### config.mk
export PLATFORM = sky130hd
export DESIGN_NAME = hdlc_tx_scheduler
export DESIGN_NICKNAME = d
export VERILOG_FILES = /design/src/rtl/hdlc_tx_scheduler.sv
export SDC_FILE = /design/constraint.sdc
export NUM_CORES = 1
export LEC_CHECK = 0
export CAP_MARGIN = 10
export CELL_PAD_IN_SITES_DETAIL_PLACEMENT = 1
export CELL_PAD_IN_SITES_GLOBAL_PLACEMENT = 1
export CORE_UTILIZATION = 25
export CTS_CLUSTER_DIAMETER = 60
export DETAILED_ROUTE_END_ITERATION = 7
export GPL_TIMING_DRIVEN = 1
export MAX_ROUTING_LAYER = met4
export PLACE_DENSITY = 0.62
export SLEW_MARGIN = 20
export SYNTH_ARGS = -nofsm -noshare
export SYNTH_HDL_FRONTEND = slang
export SYNTH_SLANG_ARGS = --single-unit
### constraint.sdc
create_clock -name Clk -period 3.88 [get_ports Clk]
set_input_delay 0.582 -clock Clk [delete_from_list [all_inputs] [get_ports Clk]]
set_output_delay 0.582 -clock Clk [all_outputs]
set_load 0.1 [all_outputs]
### src/rtl/hdlc_tx_scheduler.sv
// Round-robin sharing of the HDLC core Tx path between two byte-stream frame sources.
// Optional per-requester frame/error counters are enabled by HDLC_TXSCHED_STATS_EN.
module hdlc_tx_scheduler #(
  parameter int unsigned MAX_BYTES     = 126,
  parameter int unsigned POLL_INTERVAL = 8,
  parameter int unsigned DONE_TIMEOUT  = 4096
) (
  input  logic        Clk,
  input  logic        Rst,
  input  logic        Req0_Valid,
  input  logic [7:0]  Req0_Data,
  input  logic        Req0_Last,
  output logic        Req0_Ready,
  input  logic        Req1_Valid,
  input  logic [7:0]  Req1_Data,
  input  logic        Req1_Last,
  output logic        Req1_Ready,
  output logic [1:0]  Grant,
  output logic        Busy,
  output logic        FrameDone,
  output logic        FrameErr,
  output logic [1:0]  ErrCode,
  output logic [2:0]  Address,
  output logic        WriteEnable,
  output logic        ReadEnable,
  output logic [7:0]  DataIn,
  input  logic [7:0]  DataOut
`ifdef HDLC_TXSCHED_STATS_EN
  ,
  output logic [15:0] Frames0,
  output logic [15:0] Frames1,
  output logic [15:0] Errors
`endif
);

  localparam int unsigned TimerW = $clog2(DONE_TIMEOUT + 1);
  localparam int unsigned PollW  = $clog2(POLL_INTERVAL);
  localparam logic [8:0]  MaxBytes9 = 9'(MAX_BYTES);

  typedef enum logic [2:0] {
    StIdle,
    StLoad,
    StStart,
    StWaitDone,
    StDrain,
    StAbort
  } stateT;

  stateT             state;
  logic [7:0]        count;
  logic [TimerW-1:0] timer;
  logic [PollW-1:0]  pollCnt;
  logic              rrPtr;
  logic              sample;
  logic [1:0]        errKind;

  logic       inLoad;
  logic       accValid;
  logic       accLast;
  logic [7:0] accData;
  logic [8:0] byteNum;
  logic       unusedDataOut;

  assign inLoad     = (state == StLoad) || (state == StDrain);
  assign Req0_Ready = inLoad && Grant[0];
  assign Req1_Ready = inLoad && Grant[1];
  assign Busy       = (state != StIdle);
  assign byteNum    = {1'b0, count} + 9'd1;
  // Only Tx_Done is of interest in the status register.
  assign unusedDataOut = ^DataOut[7:1];

  always_comb begin
    accValid = 1'b0;
    accLast  = 1'b0;
    accData  = 8'h00;
    if (Grant[1]) begin
      accValid = Req1_Valid && Req1_Ready;
      accLast  = Req1_Last;
      accData  = Req1_Data;
    end else begin
      accValid = Req0_Valid && Req0_Ready;
      accLast  = Req0_Last;
      accData  = Req0_Data;
    end
  end

  always_ff @(posedge Clk or posedge Rst) begin
    if (Rst) begin
      state       <= StIdle;
      count       <= 8'h00;
      timer       <= '0;
      pollCnt     <= '0;
      rrPtr       <= 1'b1;
      sample      <= 1'b0;
      errKind     <= 2'b00;
      Grant       <= 2'b00;
      FrameDone   <= 1'b0;
      FrameErr    <= 1'b0;
      ErrCode     <= 2'b00;
      Address     <= 3'd0;
      WriteEnable <= 1'b0;
      ReadEnable  <= 1'b0;
      DataIn      <= 8'h00;
`ifdef HDLC_TXSCHED_STATS_EN
      Frames0     <= 16'h0000;
      Frames1     <= 16'h0000;
      Errors      <= 16'h0000;
`endif
    end else begin
      WriteEnable <= 1'b0;
      ReadEnable  <= 1'b0;
      FrameDone   <= 1'b0;
      FrameErr    <= 1'b0;
      // DataOut answers the read strobe of the previous cycle.
      sample      <= ReadEnable;
      unique case (state)
        StIdle: begin
          count <= 8'h00;
          if (Req0_Valid && Req1_Valid) begin
            Grant <= rrPtr ? 2'b01 : 2'b10;
            rrPtr <= ~rrPtr;
            state <= StLoad;
          end else if (Req0_Valid) begin
            Grant <= 2'b01;
            rrPtr <= 1'b0;
            state <= StLoad;
          end else if (Req1_Valid) begin
            Grant <= 2'b10;
            rrPtr <= 1'b1;
            state <= StLoad;
          end
        end
        StLoad: begin
          if (accValid) begin
            WriteEnable <= 1'b1;
            Address     <= 3'd1;
            DataIn      <= accData;
            count       <= count + 8'd1;
            if (accLast) begin
              state <= StStart;
            end else if (byteNum == MaxBytes9) begin
              state <= StDrain;
            end
          end
        end
        StStart: begin
          WriteEnable <= 1'b1;
          Address     <= 3'd0;
          DataIn      <= 8'h02;
          timer       <= '0;
          pollCnt     <= '0;
          state       <= StWaitDone;
        end
        StWaitDone: begin
          if (sample && DataOut[0]) begin
            FrameDone <= 1'b1;
            Grant     <= 2'b00;
            state     <= StIdle;
`ifdef HDLC_TXSCHED_STATS_EN
            if (Grant[0] && (Frames0 != 16'hFFFF)) Frames0 <= Frames0 + 16'd1;
            if (Grant[1] && (Frames1 != 16'hFFFF)) Frames1 <= Frames1 + 16'd1;
`endif
          end else if (timer == TimerW'(DONE_TIMEOUT)) begin
            errKind <= 2'b10;
            state   <= StAbort;
          end else begin
            timer <= timer + TimerW'(1);
            if (pollCnt == '0) begin
              ReadEnable <= 1'b1;
              Address    <= 3'd0;
            end
            pollCnt <= (pollCnt == PollW'(POLL_INTERVAL - 1)) ? '0 : pollCnt + PollW'(1);
          end
        end
        StDrain: begin
          if (accValid && accLast) begin
            errKind <= 2'b01;
            state   <= StAbort;
          end
        end
        StAbort: begin
          WriteEnable <= 1'b1;
          Address     <= 3'd0;
          DataIn      <= 8'h04;
          FrameErr    <= 1'b1;
          ErrCode     <= errKind;
          Grant       <= 2'b00;
          state       <= StIdle;
`ifdef HDLC_TXSCHED_STATS_EN
          if (Errors != 16'hFFFF) Errors <= Errors + 16'd1;
`endif
        end
        default: state <= StIdle;
      endcase
    end
  end

endmodule

==> impl_results.html <==
<table>
<tr><th>Metric</th><th>Value</th></tr>
<tr><th colspan="2">Place</th></tr>
<tr><td>IO buf count</td><td>between 40 and 50</td></tr>
<tr><td>GP Congestion</td><td>0.7083</td></tr>
<tr><td>Worst setup timing slack at the placement stage</td><td>1.295 ns</td></tr>
<tr><td>Detailed placement HPWL</td><td>4615 µm</td></tr>
<tr><th colspan="2">Setup path</th></tr>
<tr><td>Endpoint of the most critical register-to-register path</td><td>state[0]</td></tr>
<tr><td>Crit path buf inv count</td><td>1</td></tr>
<tr><td>Kind of cell adding the most delay to the critical path</td><td>buffers and inverters</td></tr>
<tr><td>Cell count of the worst reg-to-reg path</td><td>6</td></tr>
<tr><td>Required time of the worst setup path</td><td>3.30 ns</td></tr>
<tr><td>Crit end category</td><td>output pin</td></tr>
<tr><td>Arrival time worst endpoint</td><td>roughly 2.3 ns</td></tr>
<tr><td>Startpoint type of the worst setup path</td><td>flop</td></tr>
<tr><td>Critical-path top delay cell</td><td>sky130_fd_sc_hd__clkdlybuf4s50_1</td></tr>
<tr><td>Critical path type</td><td>flop to output pin</td></tr>
<tr><td>Cell-by-cell trace of the critical path</td><td>clkdlybuf4s50_1</td></tr>
<tr><td>Slack of the worst reg-to-reg path</td><td>1.53 ns</td></tr>
<tr><td>RR Startpoint</td><td>count[0]</td></tr>
<tr><td>Maximum single-stage delay on the critical path</td><td>around 1.3 ns</td></tr>
<tr><td>CP max FO</td><td>14</td></tr>
<tr><th colspan="2">GRT</th></tr>
<tr><td>Global-route wire length before repair</td><td>11,000 µm</td></tr>
<tr><td>Global-route usage over all layers</td><td>between 10% and 20%</td></tr>
<tr><td>Antenna violations before repair</td><td>0</td></tr>
<tr><td>Number of global-route vias before repair</td><td>between 2,000 and 2,500</td></tr>
<tr><td>Pin count of the biggest net entering global routing</td><td>40</td></tr>
<tr><td>Overflow left after global routing</td><td>0</td></tr>
<tr><th colspan="2">Timing</th></tr>
<tr><td>Final critical-path share of the clock period</td><td>74.40%</td></tr>
<tr><td>Maximum clock skew at final layout</td><td>roughly 0.009 ns</td></tr>
<tr><td>RSZ-0062 raised after global routing</td><td>no</td></tr>
<tr><td>Slew @ Worst Pin</td><td>between 0.9 and 1 ns</td></tr>
<tr><td>Top achievable clock speed</td><td>about 0.35 GHz</td></tr>
<tr><td>Hold slack</td><td>~0.38 ns</td></tr>
<tr><td>Final-report setup violation count</td><td>0</td></tr>
<tr><td>Count of pins over their slew limit</td><td>0</td></tr>
<tr><td>Min setup slack post-route</td><td>approximately 0.99 ns</td></tr>
<tr><td>Hold Fails Final Rpt</td><td>0</td></tr>
<tr><td>Max-slew headroom</td><td>34.53%</td></tr>
<tr><td>Setup tns final</td><td>0 ns</td></tr>
<tr><td>Final Critical Period</td><td>2.887 ns</td></tr>
<tr><th colspan="2">Power and ir drop</th></tr>
<tr><td>Switching share of power</td><td>54.25%</td></tr>
<tr><td>Share of total power in sequential cells</td><td>a little under a third</td></tr>
<tr><td>Switching power of the nets</td><td>around 1.5 mW</td></tr>
<tr><td>Worst ir drop on vdd</td><td>0.4681 mV</td></tr>
<tr><td>Static Leak</td><td>roughly 1.4 nW</td></tr>
<tr><td>Power density over the cells</td><td>about 850 nW/µm²</td></tr>
<tr><td>Internal Dissipation</td><td>between 1 and 1.5 mW</td></tr>
<tr><td>Combinational group share of total power</td><td>roughly 60%</td></tr>
<tr><td>Power share of the clock group</td><td>10.8%</td></tr>
<tr><th colspan="2">Floorplanning</th></tr>
<tr><td>Die Span X</td><td>between 100 and 150 µm</td></tr>
<tr><td>Initial core utilization</td><td>a little over a quarter</td></tr>
<tr><td>Rows</td><td>36</td></tr>
<tr><td>Num ports</td><td>52</td></tr>
<tr><td>Overall die height</td><td>~100 µm</td></tr>
<tr><td>Total Die Area</td><td>10,690 µm²</td></tr>
<tr><td>Std-Cell Core Area</td><td>between 9000 and 10,000 µm²</td></tr>
<tr><th colspan="2">Hold path</th></tr>
<tr><td>Worst hold path startpoint</td><td>ReadEnable</td></tr>
<tr><td>WHS Endpoint</td><td>sample</td></tr>
<tr><td>Cell depth of the worst min-delay path</td><td>0</td></tr>
<tr><td>Hold crit path type</td><td>flop to flop</td></tr>
<tr><th colspan="2">Clock tree</th></tr>
<tr><td>H-Tree Level Count</td><td>2</td></tr>
<tr><td>Hold-fix buffers at CTS</td><td>0</td></tr>
<tr><td>Source-to-sink clock delay at the later pin of the worst-skew pair</td><td>0.30 ns</td></tr>
<tr><td>Clock buffer depth</td><td>2</td></tr>
<tr><td>CTS-repair resized insts</td><td>0</td></tr>
<tr><td>Clock root buffer</td><td>sky130_fd_sc_hd__clkbuf_8</td></tr>
<tr><td>CTS tree</td><td>built</td></tr>
<tr><td>CTS Buf Count</td><td>5</td></tr>
<tr><td>Number of clock sinks seen by CTS</td><td>48</td></tr>
<tr><td>Number of post-CTS setup repair buffers</td><td>0</td></tr>
<tr><td>Clock slew at the register clock pins of the worst setup and hold paths</td><td>~0.090 ns</td></tr>
<tr><th colspan="2">Logic synthesis</th></tr>
<tr><td>Cell count after synthesis</td><td>~270</td></tr>
<tr><td>Post-synthesis async set-or-reset flop share</td><td>100.0%</td></tr>
<tr><td>Number of register bits inferred by synthesis</td><td>48</td></tr>
<tr><td>Fraction of the yosys area taken by sequential cells</td><td>a little under half</td></tr>
<tr><td>Average instance area after synthesis</td><td>roughly 9.7 µm²</td></tr>
<tr><td>Yosys warning total</td><td>0</td></tr>
<tr><td>Number of distinct standard cells referenced by the synthesized netlist</td><td>53</td></tr>
<tr><td>Number of synthesized flops with an enable pin</td><td>0</td></tr>
<tr><td>Main flop type after synthesis</td><td>sky130_fd_sc_hd__dfrtp_1</td></tr>
<tr><td>Post-synthesis instance area</td><td>approximately 2600 µm²</td></tr>
<tr><th colspan="2">Drt</th></tr>
<tr><td>Drt drc</td><td>0</td></tr>
<tr><td>Wire length reported by the detailed router</td><td>roughly 6400 µm</td></tr>
<tr><td>DRT iter0 DRCs</td><td>between 70 and 80</td></tr>
<tr><td>Routed wirelength normalized by instance count</td><td>14.40 µm</td></tr>
<tr><td>Post-detailed-route via-to-cell ratio</td><td>4.781</td></tr>
<tr><td>Antenna viol nets, final</td><td>0</td></tr>
<tr><td>Vias</td><td>about 2,100</td></tr>
<tr><td>1st-pass router iterations</td><td>4</td></tr>
<tr><th colspan="2">Outcome</th></tr>
<tr><td>Result of the run</td><td>finished clean</td></tr>
<tr><th colspan="2">Final layout</th></tr>
<tr><td>Antenna fix cells</td><td>0</td></tr>
<tr><td>Layout Nets</td><td>between 300 and 400</td></tr>
<tr><td>Fill cell instance count of the final layout</td><td>~1,100</td></tr>
<tr><td>Area grow syn2layout</td><td>25.26%</td></tr>
<tr><td>Share of post-route cells with drive strength above 1</td><td>a little over a tenth</td></tr>
<tr><th colspan="2">Run</th></tr>
<tr><td>Number of max-capacitance violations reported</td><td>0</td></tr>
</table>
through the flow:
| step | std cells | instance area [µm²] | power (mW) | utilization [%] |
|---|---|---|---|---|
| final | 443 | 3221 | 2.728 | 32.65 |
| after global routing | 443 | 3221 | 2.908 | 32.65 |
| after CTS | 443 | 3221 | 2.769 | 32.65 |
| after detailed placement | 436 | 3139 | 2.462 | 31.82 |
| after global placement | 436 | 3139 | 2.423 | 31.82 |
| after floorplan | 267 | 2580 | 2.050 | - |
worst reg2reg max path, cell delays in order, from the launching register on:
cell and delay (ns):
sky130_fd_sc_hd__dfrtp_1 0.47, sky130_fd_sc_hd__ha_1 0.32, sky130_fd_sc_hd__nand2_1 0.09, sky130_fd_sc_hd__or3_1 0.33, sky130_fd_sc_hd__a222oi_1 0.54, sky130_fd_sc_hd__o211ai_1 0.17, sky130_fd_sc_hd__mux2_4 0.32
placed cells by master, fill, tap and decap left out, drive strengths merged, types with 2 or more instances in the layout:
master         count
mux2              12
and3b              2
mux2i              7
nor3               2
ha                 7
nor2b              3
buf                6
nand2             22
a31oi              2
nand2b             3
nand4              6
nand3             21
o21ai             22
a21oi              6
and3               5
xnor2              2
and2               2
nand3b             2
o211ai             3
nor2              29
dfrtp             47
o31ai              3
clkdlybuf4s50     39
nor4b              3
conb               2
xor2              10
nor3b              5
inv               12
o22a               2
clkbuf             5
power by group through the flow:
stage	Sequential (mW)	Combinational [mW]	Clock [mW]
floorplan	1.28	0.769	0
global route	0.860	1.72	0.330
CTS	0.834	1.62	0.310
global placement	0.835	1.59	0
detailed placement	0.842	1.62	0
finish	0.831	1.60	0.294
worst max path at each step:
stage	depth (start not counted)	end	start
floorplan	2	Req0_Ready	Grant[0]
global placement	1	Grant[1]	Grant[1]
finish	1	Grant[1]	Grant[1]
CTS	1	Grant[1]	Grant[1]
global route	1	Grant[1]	Grant[1]
detailed placement	1	Grant[1]	Grant[1]
area by class of cell:
cell class | count | area, µm² | share of cell area (%)
timing repair buffer | 45 | 435.4 | 13.52
sequential | 48 | 1202 | 37.33
clock inverter | 2 | 12.51 | 0.3885
tap | 133 | 166.4 | 5.167
multi-input combinational | 198 | 1290 | 40.05
clock buffer | 5 | 68.82 | 2.137
inverter | 12 | 45.04 | 1.399
cells in the mapped netlist (all sizes together) (2+ instances only):
library cell / number / share of area, %
dfrtp: 47 / 46
nor2: 29 / 4.2
nand2: 22 / 3.3
o21ai: 22 / 4.3
nand3: 21 / 4.3
inv: 12 / 1.8
mux2: 12 / 5.4
xor2: 10 / 3.4
ha: 7 / 3.4
mux2i: 7 / 2.7
a21oi: 6 / 1.2
nand4: 6 / 1.5
and3: 5 / 1.2
clkbuf: 5 / 0.73
nor3b: 5 / 1.5
buf: 4 / 0.92
nand2b: 3 / 0.73
nor2b: 3 / 0.73
nor4b: 3 / 1.3
o211ai: 3 / 0.88
o31ai: 3 / 0.88
a31oi: 2 / 0.49
and2: 2 / 0.49
and3b: 2 / 0.73
nand3b: 2 / 0.58
nor3: 2 / 0.39
o22a: 2 / 0.68
xnor2: 2 / 0.68
flip-flops by register name (all words and copies together), names as in the netlist:
name / count
Grant: 2
sample: 1
FrameDone: 1
WriteEnable: 1
ErrCode: 2
pollCnt: 3
DataIn: 8
ReadEnable: 1
errKind: 2
timer: 13
Address: 1
FrameErr: 1
state: 3
rrPtr: 1
count: 8
cells by family (layout without fill, tap and decap cells):
group / count (synthesis) / in the layout / share of synthesized area (%)
AND/OR/NAND/NOR: 110 / 110 / 22.48
multiplexers: 19 / 19 / 8.127
AO/OA/AOI/OAI: 48 / 48 / 11.58
other: 1 / 2 / 0.1458
flip-flops: 48 / 48 / 46.76
adder cells (fa/ha/maj): 7 / 7 / 3.406
XOR/XNOR: 12 / 12 / 4.088
buffers and inverters: 21 / 64 / 3.406
routing by layer:
metal  part of all wire (%)  routed length, µm  global-route usage [%]
met2                     49               3126                   22.57
met1                     48               3070                   17.53
met3                    1.7                110                   2.151
met4                    1.1                 72                   3.792
met5                      0                  0                       -
Note: power is estimated with default switching activity, not from simulation.
